### src/rtl/sd_dsp_pkg.sv
`default_nettype none
// ============================================================================
// Module      : sd_dsp_pkg
// Description : Shared constants and helper functions for the sigma-delta
//               reconstruction and magnitude blocks.
// Revision    : 1.0 - initial release
// ============================================================================
package sd_dsp_pkg;

    // Default sample width and filter shift used across the DSP slice
    localparam int c_DEF_WIDTH = 16;
    localparam int c_DEF_GAIN  = 8;

    // Positive full-scale code for a signed sample of the given width
    function automatic int full_scale(input int width);
        return (1 << (width - 1)) - 1;
    endfunction

    // Leaky-integrator accumulator width: sample bits plus filter shift
    function automatic int acc_width(input int width, input int gain);
        return width + gain;
    endfunction

    // Full-scale code for the default 16-bit build
    localparam int c_FS_DEF = full_scale(c_DEF_WIDTH);

endpackage
`default_nettype wire

### src/rtl/sd_small_lpf.sv
`default_nettype none
// ============================================================================
// Module      : sd_small_lpf
// Description : Maps a 1-bit sigma-delta stream to +/- full scale and
//               reconstructs a signed WIDTH-bit sample with a first-order
//               leaky integrator (time constant 2^GAIN enabled cycles).
// Revision    : 1.0 - initial release
// ============================================================================
module sd_small_lpf
    import sd_dsp_pkg::*;
#(
    parameter int WIDTH = 16,
    parameter int GAIN  = 8
) (
    input  logic                    clk,
    input  logic                    rst,
    input  logic                    en,
    input  logic                    i_bit,
    output logic signed [WIDTH-1:0] o_y
);

    localparam int                     c_ACC_W = acc_width(WIDTH, GAIN);
    localparam logic signed [WIDTH-1:0] c_POS  = WIDTH'(full_scale(WIDTH));
    localparam logic signed [WIDTH-1:0] c_NEG  = -c_POS;

    logic signed [WIDTH-1:0]   w_x;
    logic signed [c_ACC_W-1:0] w_x_ext;
    logic signed [c_ACC_W-1:0] w_leak;
    logic signed [c_ACC_W-1:0] w_acc_next;
    logic signed [c_ACC_W-1:0] r_acc;

    assign w_x     = i_bit ? c_POS : c_NEG;
    assign w_x_ext = {{GAIN{w_x[WIDTH-1]}}, w_x};

    // Upper slice of the accumulator is exactly acc >>> GAIN (floor), sign-extended back
    assign w_leak     = {{GAIN{r_acc[c_ACC_W-1]}}, r_acc[c_ACC_W-1:GAIN]};
    assign w_acc_next = r_acc + w_x_ext - w_leak;

    // Leaky integrator: acc <= acc + x - (acc >>> GAIN) on each enabled edge
    always_ff @(posedge clk or posedge rst) begin
        if (rst) begin
            r_acc <= '0;
        end else if (en) begin
            r_acc <= w_acc_next;
        end
    end

    assign o_y = r_acc[c_ACC_W-1:GAIN];

endmodule
`default_nettype wire

### src/rtl/sd_dual_magnitude.sv
`default_nettype none
// ============================================================================
// Module      : sd_dual_magnitude
// Description : Squared-magnitude estimate of a sine/cosine pair delivered as
//               two sigma-delta bitstreams: filter, square, sum, scale.
//               Optional macro SD_DUAL_MAG_PIPE_EN inserts a register stage
//               between the squares and the adder (latency 3 instead of 2).
// Revision    : 1.0 - initial release
// ============================================================================
module sd_dual_magnitude
    import sd_dsp_pkg::*;
#(
    parameter int WIDTH = 16,
    parameter int GAIN  = 8
) (
    input  logic             clk,
    input  logic             rst,
    input  logic             en,
    input  logic             inSin,
    input  logic             inCos,
    output logic [WIDTH-1:0] out
);

    localparam int c_SQ_W  = 2 * WIDTH - 2;
    localparam int c_SUM_W = 2 * WIDTH - 1;

    logic signed [WIDTH-1:0]  w_ys;
    logic signed [WIDTH-1:0]  w_yc;
    logic signed [c_SQ_W-1:0] w_ys_ext;
    logic signed [c_SQ_W-1:0] w_yc_ext;
    logic [c_SQ_W-1:0]        w_sq_s;
    logic [c_SQ_W-1:0]        w_sq_c;
    logic [c_SQ_W-1:0]        r_sq_s;
    logic [c_SQ_W-1:0]        r_sq_c;
    logic [c_SQ_W-1:0]        w_add_s;
    logic [c_SQ_W-1:0]        w_add_c;
    logic [c_SUM_W-1:0]       w_sum;
    logic [WIDTH-1:0]         w_out;
    logic [WIDTH-1:0]         r_out;

    sd_small_lpf #(
        .WIDTH (WIDTH),
        .GAIN  (GAIN)
    ) u_lpf_sin (
        .clk   (clk),
        .rst   (rst),
        .en    (en),
        .i_bit (inSin),
        .o_y   (w_ys)
    );

    sd_small_lpf #(
        .WIDTH (WIDTH),
        .GAIN  (GAIN)
    ) u_lpf_cos (
        .clk   (clk),
        .rst   (rst),
        .en    (en),
        .i_bit (inCos),
        .o_y   (w_yc)
    );

    // |y| < 2^(WIDTH-1), so the square fits exactly in 2*WIDTH-2 bits
    assign w_ys_ext = {{(WIDTH-2){w_ys[WIDTH-1]}}, w_ys};
    assign w_yc_ext = {{(WIDTH-2){w_yc[WIDTH-1]}}, w_yc};
    assign w_sq_s   = w_ys_ext * w_ys_ext;
    assign w_sq_c   = w_yc_ext * w_yc_ext;

    // Square register stage
    always_ff @(posedge clk or posedge rst) begin
        if (rst) begin
            r_sq_s <= '0;
            r_sq_c <= '0;
        end else if (en) begin
            r_sq_s <= w_sq_s;
            r_sq_c <= w_sq_c;
        end
    end

`ifdef SD_DUAL_MAG_PIPE_EN
    logic [c_SQ_W-1:0] r_sq2_s;
    logic [c_SQ_W-1:0] r_sq2_c;

    // Extra retiming stage between the squares and the adder
    always_ff @(posedge clk or posedge rst) begin
        if (rst) begin
            r_sq2_s <= '0;
            r_sq2_c <= '0;
        end else if (en) begin
            r_sq2_s <= r_sq_s;
            r_sq2_c <= r_sq_c;
        end
    end

    assign w_add_s = r_sq2_s;
    assign w_add_c = r_sq2_c;
`else
    assign w_add_s = r_sq_s;
    assign w_add_c = r_sq_c;
`endif

    // Sum of two (2*WIDTH-2)-bit squares cannot overflow 2*WIDTH-1 bits;
    // the scaled result peaks at 2^WIDTH-4, so no saturation is needed
    assign w_sum = {1'b0, w_add_s} + {1'b0, w_add_c};
    assign w_out = WIDTH'(w_sum >> (WIDTH - 1));

    // Output register
    always_ff @(posedge clk or posedge rst) begin
        if (rst) begin
            r_out <= '0;
        end else if (en) begin
            r_out <= w_out;
        end
    end

    assign out = r_out;

endmodule
`default_nettype wire

### config.mk
export PLATFORM = sky130hd
export DESIGN_NAME = sd_dual_magnitude
export DESIGN_NICKNAME = d
export VERILOG_FILES = /design/src/rtl/sd_dsp_pkg.sv /design/src/rtl/sd_small_lpf.sv /design/src/rtl/sd_dual_magnitude.sv
export SDC_FILE = /design/constraint.sdc
export NUM_CORES = 2
export LEC_CHECK = 0
export CAP_MARGIN = 15
export CORE_MARGIN = 2
export CORE_UTILIZATION = 41
export CTS_CLUSTER_SIZE = 10
export DETAILED_ROUTE_END_ITERATION = 12
export PLACE_DENSITY = 0.62
export SLEW_MARGIN = 40
export SYNTH_ARGS = -nofsm -noshare
export SYNTH_HDL_FRONTEND = slang
export SYNTH_SLANG_ARGS = --single-unit
export TNS_END_PERCENT = 10
### constraint.sdc
create_clock -name clk -period 6.8 [get_ports clk]
set_input_delay 1.7 -clock clk [delete_from_list [all_inputs] [get_ports clk]]
set_output_delay 1.7 -clock clk [all_outputs]
set_load 0.05 [all_outputs]
==> results.json <==
{
  "ys_async_sr_fraction_pct": 100,
  "drive_gt1_share_pct": 7.24,
  "r2r_slack_ns": 0.21,
  "fin_util_pct": 45.1,
  "cp.arrival_ns": 6.98,
  "drtPass1Iterations": 5,
  "cts_setup_buffers": 0,
  "ys_warn_count": 0,
  "grt_antenna_before_repair": 0,
  "fp.dieArea_sq_um": 65300,
  "nets": 3637,
  "cts_buffers": 17,
  "avgSynthCellArea_sq_um": 9.34,
  "grt_remaining_overflow": 0,
  "fp-row-count": 92,
  "seq_area_frac_synth_pct": 11.6,
  "grt_pass1_vias": 20800,
  "htree_num_levels": 4,
  "synth-seq-cells": 120,
  "syn_nets": 3567,
  "die_h_microns": 255,
  "netlist_area_sq_um": 25900,
  "vias": 18500,
  "synth.distinct_cells": 64,
  "synth_ff_type": "dfrtp_1",
  "gp_congestion": 0.925,
  "die_w_microns": 255,
  "vias_per_cell": 4.98,
  "dp_hpwl_mm": 50.0,
  "gr-usage-all-layers_pct": 19.6,
  "grt_pass1_wl_mm": 103,
  "area_delta_synth_final_pct": 9.16,
  "critPathCaptureType": "flop",
  "grt_setup_unrepaired": "yes",
  "drt-initial-drc-count": 970,
  "finalNonFillerCells": 3705,
  "max_freq_mhz": 152,
  "status": "completed",
  "io_buffers": 20,
  "worst_pin_slew_ns": 0.742,
  "hold_violations": 0,
  "max_slew_margin_pct": 50.5,
  "ios": 21,
  "final_antenna_net_count": 0,
  "initial_core_util_pct": 41.3,
  "wl_per_cell_microns": 16.0,
  "drv_cap": 0,
  "worstPathMaxFanout": 6,
  "cts_tree": "yes",
  "cts.sinks": 120,
  "fin_crit_sh_pct": 96.9,
  "core_area_sq_um": 62700,
  "clkLatencyLatePin_ns": 0.47,
  "cts-root-buf": "clkbuf_16",
  "critPathKind": "reg2reg",
  "antennaDiodeCount": 0,
  "grt_max_degree": 99,
  "drt_drc_violations_left": 0,
  "slew_violations": 0,
  "postCtsHoldBufs": 0,
  "placedCellCount": 3672,
  "synth_top_area_cell": "fa_1",
  "crit_required_ns": 7.19,
  "fin_crit_ns": 6.59,
  "synth_top_area_share_pct": 38.0,
  "synthCells": 2776,
  "synth.area.top_cells": "fa_1 (38%), ha_1 (14%), dfrtp_1 (12%), inv_1 (11%), xnor2_1 (3.4%)",
  "start_kind": "flop",
  "wl_mm": 59.3,
  "report.final.setup_viol": 0,
  "synth_edf_count": 0,
  "cts_buffer_depth": 2,
  "clk_pin_slew_ns": 0.06,
  "hp-class": "reg2reg",
  "finClkSkew_ns": 0.0128
}
## worst paths after layout
path,from,to,cells past startpoint
max,u_lpf_cos.r_acc[15],r_sq_c[28],22
max reg2reg,u_lpf_cos.r_acc[15],r_sq_c[28],22
min,u_lpf_cos.r_acc[5],u_lpf_cos.r_acc[5],2
min in group asynchronous,rst,u_lpf_sin.r_acc[2],2
max in group asynchronous,rst,r_sq_s[27],4
min reg2reg,u_lpf_cos.r_acc[5],u_lpf_cos.r_acc[5],2
## flip-flops by register name (all words and copies together) (netlist names)
name and count:
u_lpf_cos.r_acc 24, out 16, u_lpf_sin.r_acc 24, r_sq_s 28
r_sq_c 28
## synthesized netlist by cell type (2+ instances only)
cell,n
and3_1,8
nand3_1,24
a221oi_1,2
nand4_1,6
or2_2,4
o22ai_1,4
a21oi_1,107
inv_1,730
o21a_1,19
a211oi_1,14
a31o_2,9
a21o_1,47
a211oi_2,3
a211o_1,10
a22oi_1,2
dfrtp_1,120
nor2b_1,9
fa_1,492
a2111oi_0,4
clkbuf_1,44
o2bb2ai_1,4
a21boi_0,2
mux2_2,49
o31ai_1,8
or3_1,13
and2_1,4
nand3b_1,2
xnor2_1,101
o21ai_0,76
o21bai_1,12
buf_1,9
o31a_1,2
nand2b_1,14
a21oi_2,2
a31oi_1,15
ha_1,294
xor2_1,37
mux2i_1,14
clkinv_1,15
nor2_1,182
nor3_1,30
nand2_1,201
o211ai_1,11
## area by class of cell
class / instances / area (sq um)
Fill cell: 6060 / 34400
Multi-Input combinational cell: 1856 / 19900
Sequential cell: 120 / 3010
Inverter: 746 / 2820
Tap cell: 846 / 1060
Timing Repair Buffer: 105 / 900
Clock buffer: 21 / 470
Clock inverter: 11 / 98.8
## cell families (layout without fill, tap and decap cells)
| logic type | Yosys count | count (layout) | share of synthesized area (%) |
|---|---|---|---|
| multiplexers | 63 | 63 | 2.67 |
| AND/OR/NAND/NOR | 501 | 501 | 8.16 |
| flip-flops | 120 | 120 | 11.6 |
| XOR/XNOR | 138 | 138 | 4.66 |
| adder cells (fa/ha/maj) | 786 | 786 | 52.2 |
| AO/OA/AOI/OAI | 368 | 368 | 9.15 |
| buffers and inverters | 800 | 883 | 11.6 |
## repair_timing
item | in CTS | in global routing
resized for setup | 0 | 21
endpoints found under the setup margin | 0 | 11
hold endpoints to repair | 0 | 0
## placed cells by master, fill, tap and decap left out, types with 6 or more instances in the layout
cell type        synthesis  final
or3_1                   13     13
nand2b_1                14     14
o21ai_0                 76     76
clkbuf_16                0     17
xnor2_1                101    101
a31o_2                   9      9
buf_4                    0     81
mux2_2                  49     49
o211ai_1                11     11
nor3_1                  30     30
ha_1                   294    294
nand3_1                 24     24
xor2_1                  37     37
clkinv_1                15     10
a211oi_1                14     14
nand4_1                  6      6
nor2_1                 182    180
a21o_1                  47     47
nor2b_1                  9      9
a211o_1                 10     10
dfrtp_1                120    112
inv_1                  730    729
o21bai_1                12     12
fa_1                   492    491
a31oi_1                 15     14
dfrtp_2                  0      8
a21oi_1                107    107
clkdlybuf4s50_1          0     19
o21a_1                  19     19
clkinvlp_4               0      7
nand2_1                201    201
o31ai_1                  8      8
and3_1                   8      8
mux2i_1                 14     14
## worst max-delay path, stage by stage, from the launching register on
cell	delay, ns
dfrtp_1	0.56
inv_1	0.25
buf_4	0.22
fa_1	0.53
inv_1	0.06
fa_1	0.51
inv_1	0.06
fa_1	0.53
inv_1	0.05
fa_1	0.45
fa_1	0.49
inv_1	0.05
fa_1	0.47
inv_1	0.04
ha_1	0.36
nand4_1	0.16
a21oi_1	0.20
a211oi_2	0.11
o21a_1	0.29
o311ai_1	0.44
nor3_1	0.12
or4_1	0.47
nand3_1	0.10
## layer usage
layer	track usage (%)	vias to the layer above	part of all wire, %
met2	33.4	372	50
met1	26.1	9407	44
met4	4.04	0	1.3
met3	3.47	46	5.4
li1	-	8644	-
met5	0	-	0
## through the flow
stage / TNS [ns] / setup slack [ns] / cell area [sq um] / hold slack (ns)
floorplan: 0 / 0.417 / 25900 / 0.452
detailed placement: 0 / 0.222 / 27700 / 0.474
global placement: 0 / 0.303 / 27700 / 0.476
finish: 0 / 0.213 / 28300 / 0.487
global route: -0.0189 / -0.0189 / 28300 / 0.524
CTS: 0 / 0.183 / 28200 / 0.489
Power is left out: the tool's default activity adds up to more than one toggle a clock period on the data nets, which glitch-free logic cannot reach.
